==> config.mk <==
export PLATFORM = sky130hd
export DESIGN_NAME = dbg_step_ctrl
export DESIGN_NICKNAME = d
export VERILOG_FILES = /design/src/rtl/dbg_step_ctrl.sv
export SDC_FILE = /design/constraint.sdc
export NUM_CORES = 1
export LEC_CHECK = 0
export CAP_MARGIN = 20
export CELL_PAD_IN_SITES_DETAIL_PLACEMENT = 0
export CELL_PAD_IN_SITES_GLOBAL_PLACEMENT = 2
export CORE_MARGIN = 5
export CORE_UTILIZATION = 33
export DETAILED_ROUTE_END_ITERATION = 16
export GPL_ROUTABILITY_DRIVEN = 1
export PLACE_DENSITY = 0.76
export SYNTH_ARGS = -nofsm -noshare
export SYNTH_HDL_FRONTEND = slang
export SYNTH_SLANG_ARGS = --single-unit
==> constraint.sdc <==
create_clock -name clk -period 2.6 [get_ports clk]
set_clock_uncertainty 0.15 [all_clocks]
set_input_delay 0.26 -clock clk [delete_from_list [all_inputs] [get_ports clk]]
set_output_delay 0.26 -clock clk [all_outputs]
set_load 0.005 [all_outputs]
==> src/rtl/dbg_step_ctrl.sv <==
// Debug single-step / run controller generating a registered CPU step clock with PC breakpoints.
// Define DBG_CYCLE_CNT_EN to build the 32-bit clk_cpu pulse counter on cyc_cnt.
module dbg_step_ctrl #(
  parameter int NUM_BP = 4,
  parameter int PC_W   = 32,
  parameter int CNT_W  = 16
) (
  input  logic            clk,
  input  logic            rstn,
  input  logic            cmd_valid,
  output logic            cmd_ready,
  input  logic [2:0]      cmd_op,
  input  logic [3:0]      cmd_idx,
  input  logic [PC_W-1:0] cmd_arg,
  input  logic            halt_req,
  input  logic [PC_W-1:0] pc_chk,
  output logic            clk_cpu,
  output logic            busy,
  output logic            bp_hit,
  output logic [3:0]      bp_idx,
  output logic [31:0]     cyc_cnt
);

  localparam logic [2:0] OP_STEP    = 3'd1;
  localparam logic [2:0] OP_RUN     = 3'd2;
  localparam logic [2:0] OP_SET_BP  = 3'd3;
  localparam logic [2:0] OP_CLR_BP  = 3'd4;
  localparam logic [2:0] OP_CLR_ALL = 3'd5;

  typedef enum logic [1:0] {S_IDLE, S_HI, S_LO} state_t;

  state_t            state_q, state_d;
  logic              clk_cpu_q, clk_cpu_d;
  logic              busy_q, busy_d;
  logic              bp_hit_q, bp_hit_d;
  logic [3:0]        bp_idx_q, bp_idx_d;
  logic [CNT_W-1:0]  cnt_q, cnt_d;
  logic              step_mode_q, step_mode_d;
  logic              halt_pend_q, halt_pend_d;
  logic [PC_W-1:0]   bp_addr_q [NUM_BP];
  logic [PC_W-1:0]   bp_addr_d [NUM_BP];
  logic [NUM_BP-1:0] bp_en_q, bp_en_d;
  logic [NUM_BP-1:0] bp_match;
  logic              hit_any;
  logic [3:0]        hit_idx;
  logic              cmd_acc;
  logic              stop;

  genvar gi;
  generate
    for (gi = 0; gi < NUM_BP; gi++) begin : g_cmp
      assign bp_match[gi] = bp_en_q[gi] && (bp_addr_q[gi] == pc_chk);
    end
  endgenerate

  // Scan downwards so the lowest matching index wins.
  always_comb begin
    hit_any = |bp_match;
    hit_idx = 4'd0;
    for (int i = NUM_BP - 1; i >= 0; i--) begin
      if (bp_match[i]) hit_idx = 4'(i);
    end
  end

  assign cmd_acc = cmd_valid && (state_q == S_IDLE);

  always_comb begin
    state_d     = state_q;
    bp_hit_d    = bp_hit_q;
    bp_idx_d    = bp_idx_q;
    cnt_d       = cnt_q;
    step_mode_d = step_mode_q;
    halt_pend_d = halt_pend_q;
    bp_addr_d   = bp_addr_q;
    bp_en_d     = bp_en_q;
    stop        = 1'b0;
    case (state_q)
      S_IDLE: begin
        halt_pend_d = 1'b0;
        if (cmd_acc) begin
          if (cmd_op >= OP_STEP && cmd_op <= OP_CLR_ALL) bp_hit_d = 1'b0;
          case (cmd_op)
            OP_STEP: begin
              cnt_d       = (cmd_arg[CNT_W-1:0] == '0) ? CNT_W'(1) : cmd_arg[CNT_W-1:0];
              step_mode_d = 1'b1;
              state_d     = S_HI;
            end
            OP_RUN: begin
              step_mode_d = 1'b0;
              state_d     = S_HI;
            end
            OP_SET_BP: begin
              for (int i = 0; i < NUM_BP; i++) begin
                if (cmd_idx == 4'(i)) begin
                  bp_addr_d[i] = cmd_arg;
                  bp_en_d[i]   = 1'b1;
                end
              end
            end
            OP_CLR_BP: begin
              for (int i = 0; i < NUM_BP; i++) begin
                if (cmd_idx == 4'(i)) bp_en_d[i] = 1'b0;
              end
            end
            OP_CLR_ALL: bp_en_d = '0;
            default: ;
          endcase
        end
      end
      S_HI: begin
        // A halt seen mid-pulse is held so the following LO still stops.
        if (halt_req) halt_pend_d = 1'b1;
        state_d = S_LO;
      end
      S_LO: begin
        stop = hit_any || halt_req || halt_pend_q || (step_mode_q && cnt_q == CNT_W'(1));
        if (hit_any) begin
          bp_hit_d = 1'b1;
          bp_idx_d = hit_idx;
        end
        if (stop) begin
          state_d     = S_IDLE;
          halt_pend_d = 1'b0;
        end else begin
          state_d = S_HI;
          if (step_mode_q) cnt_d = cnt_q - CNT_W'(1);
        end
      end
      default: state_d = S_IDLE;
    endcase
    clk_cpu_d = (state_d == S_HI);
    busy_d    = (state_d == S_HI) || (state_d == S_LO);
  end

  always_ff @(posedge clk or negedge rstn) begin
    if (!rstn) begin
      state_q     <= S_IDLE;
      clk_cpu_q   <= 1'b0;
      busy_q      <= 1'b0;
      bp_hit_q    <= 1'b0;
      bp_idx_q    <= 4'd0;
      cnt_q       <= '0;
      step_mode_q <= 1'b0;
      halt_pend_q <= 1'b0;
      bp_en_q     <= '0;
      for (int i = 0; i < NUM_BP; i++) bp_addr_q[i] <= '0;
    end else begin
      state_q     <= state_d;
      clk_cpu_q   <= clk_cpu_d;
      busy_q      <= busy_d;
      bp_hit_q    <= bp_hit_d;
      bp_idx_q    <= bp_idx_d;
      cnt_q       <= cnt_d;
      step_mode_q <= step_mode_d;
      halt_pend_q <= halt_pend_d;
      bp_en_q     <= bp_en_d;
      bp_addr_q   <= bp_addr_d;
    end
  end

`ifdef DBG_CYCLE_CNT_EN
  logic [31:0] cyc_cnt_q, cyc_cnt_d;

  // HI is only ever entered from IDLE or LO, so every HI next-state is an entry.
  always_comb begin
    cyc_cnt_d = cyc_cnt_q;
    if (state_d == S_HI) cyc_cnt_d = cyc_cnt_q + 32'd1;
  end

  always_ff @(posedge clk or negedge rstn) begin
    if (!rstn) cyc_cnt_q <= 32'd0;
    else       cyc_cnt_q <= cyc_cnt_d;
  end

  assign cyc_cnt = cyc_cnt_q;
`else
  assign cyc_cnt = 32'd0;
`endif

  assign cmd_ready = (state_q == S_IDLE);
  assign clk_cpu   = clk_cpu_q;
  assign busy      = busy_q;
  assign bp_hit    = bp_hit_q;
  assign bp_idx    = bp_idx_q;

endmodule

; ---- Word level (Yosys, flattened, before mapping)
; Index checks and enable logic that the tools add are counted.
[classes]
add_sub_neg = 1
order_cmp = 2
eq_ne = 33
mux = 31
n_reduce_logical = 33
[op_table]
columns = cell, n
row1 = 32-bit == test, 4
row2 = 16-bit 2-to-1 mux, 5
row3 = 16-bit case mux with 2 select lines, 1
row4 = "2-bit != test, second input constant", 13
row5 = 5-bit AND reduction, 5
row6 = 4-bit AND reduction, 5
row7 = "16-bit by 1-bit == test with 1-bit output, second input constant", 1
row8 = 16-bit zero test, 1
row9 = "16-bit by 1-bit subtractor with 16-bit output, second input constant", 1
row10 = 1-bit 2-to-1 mux, 14
row11 = 4-bit case mux with 3 select lines, 1
row12 = "4-bit by 2-bit == test with 1-bit output, second input constant", 2
row13 = 2-bit 2-to-1 mux, 4
row14 = 4-bit 2-to-1 mux, 2
row15 = 1-bit logical AND, 7
row16 = "3-bit by 2-bit == test with 1-bit output, second input constant", 2
row17 = "3-bit == test, second input constant", 2
row18 = "2-bit by 1-bit != test with 1-bit output, second input constant", 3
row19 = 2-bit case mux with 3 select lines, 1
row20 = 3-bit AND reduction, 2
row21 = 3-bit nonzero test, 2
row22 = "2-bit by 1-bit == test with 1-bit output, second input constant", 2
row23 = "2-bit == test, second input constant", 2
row24 = "4-bit by 1-bit == test with 1-bit output, second input constant", 1
row25 = other kinds (12), 17
[totals]
register_bits = 159
inputBits = 75
wordCells = 116

; ---- Depth between registers and ports, before layout
[logic_depth]
word_depth = 10
depth_mapped = 10

; ---- Least setup slack after synthesis
; No wires, ideal clock.
[synth_path]
path_kind = flip-flop to flip-flop
startpoint = register bp_addr_q[69] (netlist bit)
endpoint = register busy_q (netlist: busy)
setup_ns = 0.113
arrival_time_ns = 2.324
slack_ns = 0.013
stages_incl_launch_ff = 11
period_less_slack_ns = 2.587
path_cell_list = dfrtp_1 -> xor2_1 -> nor4_1 -> nand4_1 -> or4_4 -> nand4_1 -> buf_4 -> nor2_1 -> a32o_1 -> ha_1 -> inv_1
[synth_between]
elab_chain_len = 10
elab_cells_between_ends = 11
[synth_lines]
columns = item, line
row1 = "start, declared", 40  ; logic [PC_W-1:0] bp_addr_q [NUM_BP];
row2 = "start signal, assigned", 157  ; bp_addr_q <= bp_addr_d;
row3 = 32-bit == test (*), 52  ; assign bp_match[gi] = bp_en_q[gi] && (bp_addr_q[gi] == pc_chk);
row4 = 1-bit logical AND (*), 52
row5 = 4-bit OR reduction (*), 58  ; hit_any = |bp_match;
row6 = 1-bit logical OR (*) (3 in series), 116  ; stop = hit_any || halt_req || halt_pend_q || (step_mode_q && cnt_q == CNT_W'(1));
row7 = 1-bit 2-to-1 mux (*), 121  ; if (stop) begin
row8 = 2-bit case mux with 3 select lines (*), 77  ; case (state_q)
row9 = via state_d[0], 32  ; state_t state_q, state_d;
row10 = 2-bit by 1-bit == test with 1-bit output / 2-bit == test (equally long branches), 132  ; busy_d = (state_d == S_HI) || (state_d == S_LO);
row11 = 1-bit logical OR (*), 132
row12 = via busy_d, 34  ; logic busy_q, busy_d;
row13 = "end signal, assigned", 150  ; busy_q <= busy_d;
row14 = "end, declared", 34
; Mark *: on every way through the listed nets, which the timed path passes. The rest lies on a longest branch.
; A chain may end at the register's enable or synchronous reset.

; ---- Final worst setup path
[layout_path]
startpoint = register bp_addr_q[121] (netlist bit)
endpoint = register busy_q (netlist: busy)
; Same word-level chain as after synthesis.

==> metrics.txt <==
Final ANT Viol Nets 0; YS warnings 0; setup violators final 18; Worst Hold Class in2async; fin nets a little under 1k; Slew HR around 60%; worst slew pin tran roughly 610 ps; CTS Root Cell clkbuf_16; Yosys reg bits roughly 160; EDFF count, synth 0; Worst R2R Start bp_addr_q[121]$_DFFE_PN0P_; Worst setup SP type flip-flop; io pins 115; gpl congestion between 0.8 and 0.9; PD cells 655 nW/um^2; Post-Route WL 24100 um; clock buffer depth 2; layout cell share with drive strength beyond 1 around a third; Syn Std Cell Area 8270 um^2; routed len/inst about 20 um; Yosys top cell area share roughly 47%; status complete, but fails checks; global-route wire length before repair around 37000 um; Synth cell types between 50 and 60; Tmin final 2790 ps; Fmax roughly 360 MHz; drt initial violations 364; antenna fix cells 0; Clock Latency Late Sink 430 ps; Max VDD drop between 0.3 and 0.4 mV; TritonCTS Buffers 17; period utilisation layout 107%; critical path peak fanout 3; WS Path Type reg2reg; remaining global-route overflow 0; Seq/Total Area, Yosys between 40 and 50%; die area about 28000 um^2; critical path data arrival time just under 3000 ps; Syn-to-layout area delta 31.1%; Post-DP HPWL roughly 18000 um; Total GRT Usage 17.0%; Critical Path RT 2780 ps; Synth area leaders dfrtp_1, mux2_2, xor2_1; Port Buffers 80; Synth area leader dfrtp_1; vias in the first global route 6043; final count of hold timing violations 0; Initial Utilization 33.1%; CTS tree built; Gate Count Post-Synth slightly above 700; most frequent cell after synthesis dfrtp_1; Post-Place Cells roughly 1.2k; Leak 0.00510 uW; Core ar. about 25000 um^2; top cells by count, synth dfrtp_1, mux2_2, xor2_1; worst setup margin -186 ps; clock slew seen by the registers of the worst setup and hold paths 70 ps; Die Span Y roughly 170 um; CP startpoint bp_addr_q[121]$_DFFE_PN0P_; DRC viols 0; fin. max-slew vios 0; largest net degree at the start of global routing between 50 and 60; first drt pass iteration count 5; Post-Route Setup TNS -1710 ps; H-tree Lvls 4; main flop type after synthesis dfrtp_1; Worst setup EP type flip-flop; unrepaired setup endpoints after global routing true; Max Cap Viol 0; placement row count 58; vias 6006; Die X 168 um; Clock Sinks 157; async set or reset register ratio after synthesis 100%; syn_area_per_cell 11.6 um^2; routed vias/inst around 4.9; Finished Layout Cells 1230; initial antenna violation count 0; violated checks negative setup slack
power breakdown:
group / switching [uW] / internal (uW) / total [uW] / leakage (uW)
Sequential: 224 / 2730 / 2950 / 0.00209
Clock: 1060 / 1570 / 2630 / 0.000294
Combinational: 766 / 755 / 1520 / 0.00272
registers in the layout (all words and copies together) (netlist names):
register and count:
bp_addr_q 128, bp_en_q 4, bp_hit 1, bp_idx 2, busy 1, clk_cpu 1
cnt_q 16, halt_pend_q 1, state_q 2, step_mode_q 1
path summary, 6_finish.rpt:
check                                       endpoint  slack, ps  depth (start not counted)
max in group asynchronous  bp_addr_q[46]$_DFFE_PN0P_       1430                          3
hold reg to reg              halt_pend_q$_DFFE_PN0P_        340                          1
setup / recovery                      busy$_DFF_PN0_       -190                         10
min in group clk             halt_pend_q$_DFFE_PN0P_        340                          1
hold / removal             bp_addr_q[94]$_DFFE_PN0P_        240                          2
setup reg to reg                      busy$_DFF_PN0_       -190                         10
cell families after synthesis:
kind of cell / Yosys count / synth area share, %
multiplexers: 130 / 17.7
adder cells (fa/ha/maj): 3 / 0.454
flip-flops: 157 / 47.5
buffers and inverters: 66 / 4.64
AO/OA/AOI/OAI: 64 / 5.26
AND/OR/NAND/NOR: 163 / 10.9
XOR/XNOR: 128 / 13.6
other: 1 / 0.0453
placed cells by master (no fill, tap or decap), types with 3 or more instances in the layout:
| cell | netlist | routed |
|---|---|---|
| a21oi_1 | 10 | 10 |
| a311oi_1 | 7 | 3 |
| a311oi_2 | 0 | 4 |
| and3_1 | 3 | 3 |
| buf_12 | 0 | 8 |
| buf_4 | 36 | 85 |
| buf_6 | 0 | 7 |
| bufinv_16 | 0 | 3 |
| clkbuf_16 | 0 | 17 |
| clkdlybuf4s50_1 | 0 | 79 |
| clkinv_4 | 0 | 3 |
| conb_1 | 1 | 34 |
| dfrtp_1 | 157 | 157 |
| ha_1 | 3 | 3 |
| inv_1 | 10 | 10 |
| inv_6 | 0 | 3 |
| mux2_2 | 128 | 128 |
| nand2_1 | 24 | 24 |
| nand3_1 | 20 | 19 |
| nand4_1 | 14 | 14 |
| nor2_1 | 34 | 33 |
| nor2b_1 | 3 | 3 |
| nor3_1 | 10 | 9 |
| nor4_1 | 26 | 22 |
| nor4_2 | 1 | 4 |
| o21ai_0 | 16 | 16 |
| o22ai_1 | 5 | 5 |
| o31a_1 | 4 | 4 |
| or3_1 | 10 | 10 |
| or4_4 | 3 | 4 |
| xnor2_1 | 42 | 42 |
| xor2_1 | 86 | 86 |
worst max-delay path: stages, from the launching register on:
cell	delay, ps
dfrtp_1	390
xor2_1	180
nor4_2	310
buf_4	170
nand4_1	100
or4_4	560
nand4_1	200
nor2_2	80
a32o_1	250
ha_1	280
inv_1	30
stage by stage:
stage	hold slack (ps)	util (%)	area, um^2	power (uW)	setup WS, ps
2_1_floorplan	-186	-	8400	3730	13.2
3_3_place_gp	153	40.2	10000	4450	-737
3_5_place_dp	144	40.2	10000	4470	-741
4_1_cts	245	43.0	10700	7130	-205
5_1_grt	290	43.5	10800	7430	-325
6_report	237	43.5	10800	7100	-186
per-layer routing:
metal  vias to the layer above  part of all wire (%)  track usage [%]
met5                         -                     0                0
met4                         0                   1.9             4.76
met3                        29                   3.9             2.91
met2                       142                    47             26.8
met1                      3000                    48             24.3
li1                       2835                     -                -
area by class of cell:
type,count,area (um^2)
clock inverter,11,158
tap,330,413
timing repair buffer,180,1680
inverter,10,37.5
sequential,157,3930
fill,2379,14100
multi-input combinational,522,4180
clock buffer,20,457
timing repair:
item | CTS | global route
buffers inserted | 3 | 5
pin swaps | 14 | 9
gates resized for setup | 9 | 17
endpoints found under the setup margin | 18 | 20
cloned | 0 | 0
hold buffers | 1 | 0
endpoints found under the hold margin | 54 | 0
Note: power is estimated with default switching activity, not from simulation.
